<file path="config.mk">
export PLATFORM = sky130hd
export DESIGN_NAME = game_frame_sequencer
export DESIGN_NICKNAME = d
export VERILOG_FILES = /design/src/rtl/game_frame_sequencer.sv
export SDC_FILE = /design/constraint.sdc
export NUM_CORES = 1
export LEC_CHECK = 0
export ABC_CLOCK_PERIOD_IN_PS = 2800
export CAP_MARGIN = 20
export CELL_PAD_IN_SITES_DETAIL_PLACEMENT = 1
export CELL_PAD_IN_SITES_GLOBAL_PLACEMENT = 1
export CORE_MARGIN = 2
export CORE_UTILIZATION = 30
export DETAILED_ROUTE_END_ITERATION = 10
export GPL_TIMING_DRIVEN = 0
export HOLD_SLACK_MARGIN = 0.02
export PLACE_DENSITY_LB_ADDON = 0.05
export SLEW_MARGIN = 20
export SYNTH_ARGS = -nofsm -noshare
export SYNTH_HDL_FRONTEND = slang
export SYNTH_SLANG_ARGS = --single-unit
</file>
<file path="constraint.sdc">
create_clock -name clk -period 2.8 [get_ports clk]
set_input_delay 0.56 -clock clk [delete_from_list [all_inputs] [get_ports clk]]
set_output_delay 0.56 -clock clk [all_outputs]
set_load 0.005 [all_outputs]
</file>
<file path="src/rtl/game_frame_sequencer.sv">
// Per-frame game controller: sequences physics, scroll and collision sweep once per vblank and owns IDLE/RUN/LOSE.
// All outputs registered; reqs are held until done or TIMEOUT_CYC cycles expire; vblank edges seen while busy are dropped.
module game_frame_sequencer #(
  parameter int unsigned NUM_PIPES   = 4,
  parameter int unsigned FRAME_DIV   = 1,
  parameter int unsigned TIMEOUT_CYC = 1024,
  parameter int unsigned SCORE_MAX   = 99
) (
  input  logic       clk,
  input  logic       reset_n,
  input  logic       vblank,
  input  logic       start,
  input  logic       ack,
  output logic       phys_req,
  input  logic       phys_done,
  output logic       scroll_req,
  input  logic       scroll_done,
  input  logic       scroll_passed,
  output logic [1:0] pipe_idx,
  input  logic       hit,
  output logic [7:0] score,
  output logic       q_idle,
  output logic       q_run,
  output logic       q_lose,
  output logic       busy,
  output logic       timeout_err,
  output logic       overrun
);

  localparam int unsigned WCW = (TIMEOUT_CYC > 2) ? $clog2(TIMEOUT_CYC) : 1;
  localparam logic [WCW-1:0] WAIT_LAST = WCW'(TIMEOUT_CYC - 1);
  localparam logic [WCW-1:0] WAIT_ONE  = WCW'(1);
  localparam logic [3:0]     DIV_LAST  = 4'(FRAME_DIV - 1);
  localparam logic [1:0]     IDX_LAST  = 2'(NUM_PIPES - 1);
  localparam logic [7:0]     SCORE_SAT = 8'(SCORE_MAX);

  // One-hot so the q_* outputs come straight off the state flops.
  typedef enum logic [2:0] {
    G_IDLE = 3'b001,
    G_RUN  = 3'b010,
    G_LOSE = 3'b100
  } game_e;

  typedef enum logic [1:0] {
    F_WAIT   = 2'd0,
    F_PHYS   = 2'd1,
    F_SCROLL = 2'd2,
    F_CHECK  = 2'd3
  } frame_e;

  game_e          game_q, game_d;
  frame_e         frame_q, frame_d;
  logic [3:0]     div_q, div_d;
  logic [WCW-1:0] wait_q, wait_d;
  logic           sub_q, sub_d;
  logic [1:0]     pipe_idx_q, pipe_idx_d;
  logic [7:0]     score_q, score_d;
  logic           phys_req_q, phys_req_d;
  logic           scroll_req_q, scroll_req_d;
  logic           busy_q, busy_d;
  logic           timeout_err_q, timeout_err_d;
  logic           overrun_q, overrun_d;
  logic           vb_s1_q, vb_s1_d;
  logic           vb_s2_q, vb_s2_d;
  logic           vb_s3_q, vb_s3_d;
  logic           vb_edge;

  assign vb_edge = vb_s2_q & ~vb_s3_q;

  always_ff @(posedge clk or negedge reset_n) begin
    if (!reset_n) begin
      game_q        <= G_IDLE;
      frame_q       <= F_WAIT;
      div_q         <= '0;
      wait_q        <= '0;
      sub_q         <= 1'b0;
      pipe_idx_q    <= '0;
      score_q       <= '0;
      phys_req_q    <= 1'b0;
      scroll_req_q  <= 1'b0;
      busy_q        <= 1'b0;
      timeout_err_q <= 1'b0;
      overrun_q     <= 1'b0;
      vb_s1_q       <= 1'b0;
      vb_s2_q       <= 1'b0;
      vb_s3_q       <= 1'b0;
    end else begin
      game_q        <= game_d;
      frame_q       <= frame_d;
      div_q         <= div_d;
      wait_q        <= wait_d;
      sub_q         <= sub_d;
      pipe_idx_q    <= pipe_idx_d;
      score_q       <= score_d;
      phys_req_q    <= phys_req_d;
      scroll_req_q  <= scroll_req_d;
      busy_q        <= busy_d;
      timeout_err_q <= timeout_err_d;
      overrun_q     <= overrun_d;
      vb_s1_q       <= vb_s1_d;
      vb_s2_q       <= vb_s2_d;
      vb_s3_q       <= vb_s3_d;
    end
  end

  always_comb begin
    game_d        = game_q;
    frame_d       = frame_q;
    div_d         = div_q;
    wait_d        = wait_q;
    sub_d         = sub_q;
    pipe_idx_d    = pipe_idx_q;
    score_d       = score_q;
    phys_req_d    = phys_req_q;
    scroll_req_d  = scroll_req_q;
    busy_d        = busy_q;
    timeout_err_d = timeout_err_q;
    overrun_d     = overrun_q;
    vb_s1_d       = vblank;
    vb_s2_d       = vb_s1_q;
    vb_s3_d       = vb_s2_q;

    // An edge during a running sequence is only flagged; it never reaches the divider.
    if (vb_edge && busy_q) begin
      overrun_d = 1'b1;
    end

    case (game_q)
      G_IDLE: begin
        if (start) begin
          game_d  = G_RUN;
          frame_d = F_WAIT;
          score_d = '0;
          div_d   = '0;
        end
      end

      G_LOSE: begin
        if (ack) begin
          game_d = G_IDLE;
        end
      end

      G_RUN: begin
        case (frame_q)
          F_WAIT: begin
            if (vb_edge && !busy_q) begin
              if (div_q == DIV_LAST) begin
                div_d      = '0;
                busy_d     = 1'b1;
                phys_req_d = 1'b1;
                wait_d     = '0;
                frame_d    = F_PHYS;
              end else begin
                div_d = div_q + 4'd1;
              end
            end
          end

          F_PHYS: begin
            if (phys_done) begin
              phys_req_d   = 1'b0;
              scroll_req_d = 1'b1;
              wait_d       = '0;
              frame_d      = F_SCROLL;
            end else if (wait_q == WAIT_LAST) begin
              phys_req_d    = 1'b0;
              timeout_err_d = 1'b1;
              busy_d        = 1'b0;
              game_d        = G_LOSE;
              frame_d       = F_WAIT;
            end else begin
              wait_d = wait_q + WAIT_ONE;
            end
          end

          F_SCROLL: begin
            if (scroll_done) begin
              scroll_req_d = 1'b0;
              if (scroll_passed && (score_q < SCORE_SAT)) begin
                score_d = score_q + 8'd1;
              end
              pipe_idx_d = '0;
              sub_d      = 1'b0;
              frame_d    = F_CHECK;
            end else if (wait_q == WAIT_LAST) begin
              scroll_req_d  = 1'b0;
              timeout_err_d = 1'b1;
              busy_d        = 1'b0;
              game_d        = G_LOSE;
              frame_d       = F_WAIT;
            end else begin
              wait_d = wait_q + WAIT_ONE;
            end
          end

          F_CHECK: begin
            // First cycle of each index drives it; the second samples the registered hit.
            if (!sub_q) begin
              sub_d = 1'b1;
            end else begin
              sub_d = 1'b0;
              if (hit) begin
                game_d     = G_LOSE;
                frame_d    = F_WAIT;
                busy_d     = 1'b0;
                pipe_idx_d = '0;
              end else if (pipe_idx_q == IDX_LAST) begin
                frame_d    = F_WAIT;
                busy_d     = 1'b0;
                pipe_idx_d = '0;
              end else begin
                pipe_idx_d = pipe_idx_q + 2'd1;
              end
            end
          end

          default: begin
            frame_d = F_WAIT;
          end
        endcase
      end

      default: begin
        game_d = G_IDLE;
      end
    endcase
  end

  assign phys_req    = phys_req_q;
  assign scroll_req  = scroll_req_q;
  assign pipe_idx    = pipe_idx_q;
  assign score       = score_q;
  assign q_idle      = game_q[0];
  assign q_run       = game_q[1];
  assign q_lose      = game_q[2];
  assign busy        = busy_q;
  assign timeout_err = timeout_err_q;
  assign overrun     = overrun_q;

endmodule
</file>
==> results.md <==
- Most used DFF post-synth: dfrtp_1
- Rel. slew slack: 0.619
- First-pass GRT wire length: 10200 um
- CP max FO: 9
- WL final: 5910 um
- Final hold viol count: 0
- Synth async-reset ratio: 1.00
- Hold WC Path Type: primary input to async pin
- Total CTS buffers: 5
- Net Count, Synth: 250
- CTS tree: yes
- CP Class: register to register
- Max Fclk: 432 MHz
- Final worst slack: 0.485 ns
- EDFF count, synth: 0
- RSZ-0062 raised after global routing: no
- Pwr Total: 0.00171 W
- Synth Instances: 231
- Cell taking the most area after synthesis: dfrtp_1
- Post-CTS sizing: 0
- Die height: 88.7 um
- Total Routing Usage GR: 0.168
- CP arrival: 2.49 ns
- Row count: 30
- Minimum clock period: 2.32 ns
- Via density per instance: 5.24
- Initial antenna violation count: 0
- YS warnings: 0
- Skew final: 0.00589 ns
- Area Overhead vs Synth: 25.3%
- Cell total after placement: 354
- Post-Place Setup Slack: 0.370 ns
- Crit path launch type: register
- Overflow left after global routing: 0
- Clock sink total: 38
- DP HPWL: 4400 um
- GP Congestion: 0.800
- Multi-input logic area: 0.00113 mm2
- Maxcap violations: 0
- Register Area: 952 um2
- Setup slack, reg-to-reg: 0.48 ns
- Final net count: 284
- Area of the core region: 0.00687 mm2
- Status: complete, no violations
- Vias in the first global route: 1974
- Fin util: 0.393
- Worst-Margin Slew: 0.568 ns
- Post-synth top cells: 37 x dfrtp_1, 27 x o21ai_0, 20 x nand2_1, 19 x a21oi_1, 17 x nor2_1
- Cell variety after synth: 50
- DR WL/cell: 16.3 um
- Residual DRC count: 0
- Die area: 0.00787 mm2
- Root Buffer: clkbuf_8
- Leakage power: 1.10 nW
- Routed vias: 1897
- I/O pin total: 27
- TNS Setup: 0 ns
- Post-route ant nets: 0
- Area of the mapped netlist: 0.00215 mm2
- # H-tree levels: 2
- Synth top area cells: dfrtp_1 43%, o21ai_0 6.3%, ha_1 5.8%, a21oi_1 4.4%, nand2_1 3.5%
- Antenna fix cells: 0
- Max VDD drop: 317 uV
- Clock-pin slew on the worst setup and hold paths: 0.08 ns
- Most numerous cell in the Yosys netlist: dfrtp_1
- Port Buffers: 26
- Share of cells above drive strength 1: 0.0902
- Bufs on Longest Clock Path: 2
- Fill cell count: 810
- Post-synthesis sequential area ratio: 0.442
- Clk Latency, worst-skew pair: 0.29 ns
- Mapped Avg Cell Area: 9.32 um2
- Drt initial violations: 79
- Hold-fix buffers, CTS: 0
- Max-slew violations: 0
- Die Width: 88.7 um
- Synth top area share: 0.430
- Initial core utilization: 0.313
- Period utilization: 0.827
- Post-CTS Setup Bufs: 0
- Pin count of the biggest net entering global routing: 22
- Required @ worst endpoint: 2.97 ns
- Setup violators final: 0
- DR pass1 iterations: 4
- Power per Cell Area: 633 mW/mm2
- Worst Setup End Kind: register
- Fin cells: 362
- Register bit total from synthesis: 38
## power breakdown
part	switching (W)	internal (W)	total, W
clock network	0.000209	0.000380	0.000590
logic	0.000265	0.000197	0.000462
registers	0.0000593	0.000596	0.000655
## cell usage in the layout, fill, tap and decap left out, types with 4 or more instances in the layout
cell	n
inv_1	9
and2_1	5
nor2_1	17
clkbuf_8	6
a21oi_1	19
nand4_1	7
nand3_1	7
dfrtp_1	37
ha_1	10
clkbuf_1	6
clkdlybuf4s50_1	25
nor3b_1	4
o21ai_0	27
nand2_1	20
## path summary, 6_finish.rpt
| path | startpoint | to | cells past startpoint |
|---|---|---|---|
| worst max-delay path | frame_q[0] | score[4] | 8 |
| worst min-delay path | reset_n | div_q[3] | 1 |
| worst max register to register | frame_q[0] | score[4] | 8 |
| worst min register to register | vb_s1_q | vb_s2_q | 0 |
| max in group asynchronous | reset_n | wait_q[8] | 2 |
| min in group clk | vb_s1_q | vb_s2_q | 0 |
## stage by stage
step	cell area, um2	hold WS [ns]
floorplan	2150	0.264
global placement	2530	0.337
detailed placement	2550	0.336
CTS	2700	0.234
global route	2700	0.250
finish	2700	0.220
## state kept, by name (all words and copies together) (netlist names)
register / count
busy: 1
div_q: 4
frame_q: 2
game_q: 3
overrun: 1
phys_req: 1
pipe_idx: 2
score: 8
scroll_req: 1
sub_q: 1
timeout_err: 1
vb_s1_q: 1
vb_s2_q: 1
vb_s3_q: 1
wait_q: 10
## worst max-delay path: stages (launching register included)
cell and delay, ns:
dfrtp_1 0.42, inv_1 0.11, ha_1 0.15, clkbuf_1 0.33, nand4b_1 0.22, a311oi_4 0.51, nor2_1 0.16, o21ai_0 0.19
o31ai_1 0.09
## kinds of logic (layout without fill, tap and decap cells)
family,count (synthesis),in the layout,share of synthesized area
and+or+nand+nor,85,85,0.216
AOI/OAI and AO/OA,76,76,0.227
DFF,38,38,0.442
buffers and inverters,17,52,0.0320
adders and majority gates,10,10,0.0581
muxes,4,4,0.0203
xor gates and xnor gates,1,1,0.00407
## metal layers
layer  GRT usage  up-vias  wire length (um)
met4      0.0413        0                59
met5           0        -                 0
li1            -      930                 -
met2       0.261       27              2720
met3      0.0317        5               151
met1       0.241      935              2980
## cell type report
class | count | area share
timing repair buffer | 27 | 0.105
buffer | 8 | 0.0130
clock inverter | 2 | 0.0223
inverter | 9 | 0.0125
sequential | 38 | 0.353
tap | 96 | 0.0445
clock buffer | 6 | 0.0306
multi-input combinational | 176 | 0.419
(Power assumes the default switching activity.)
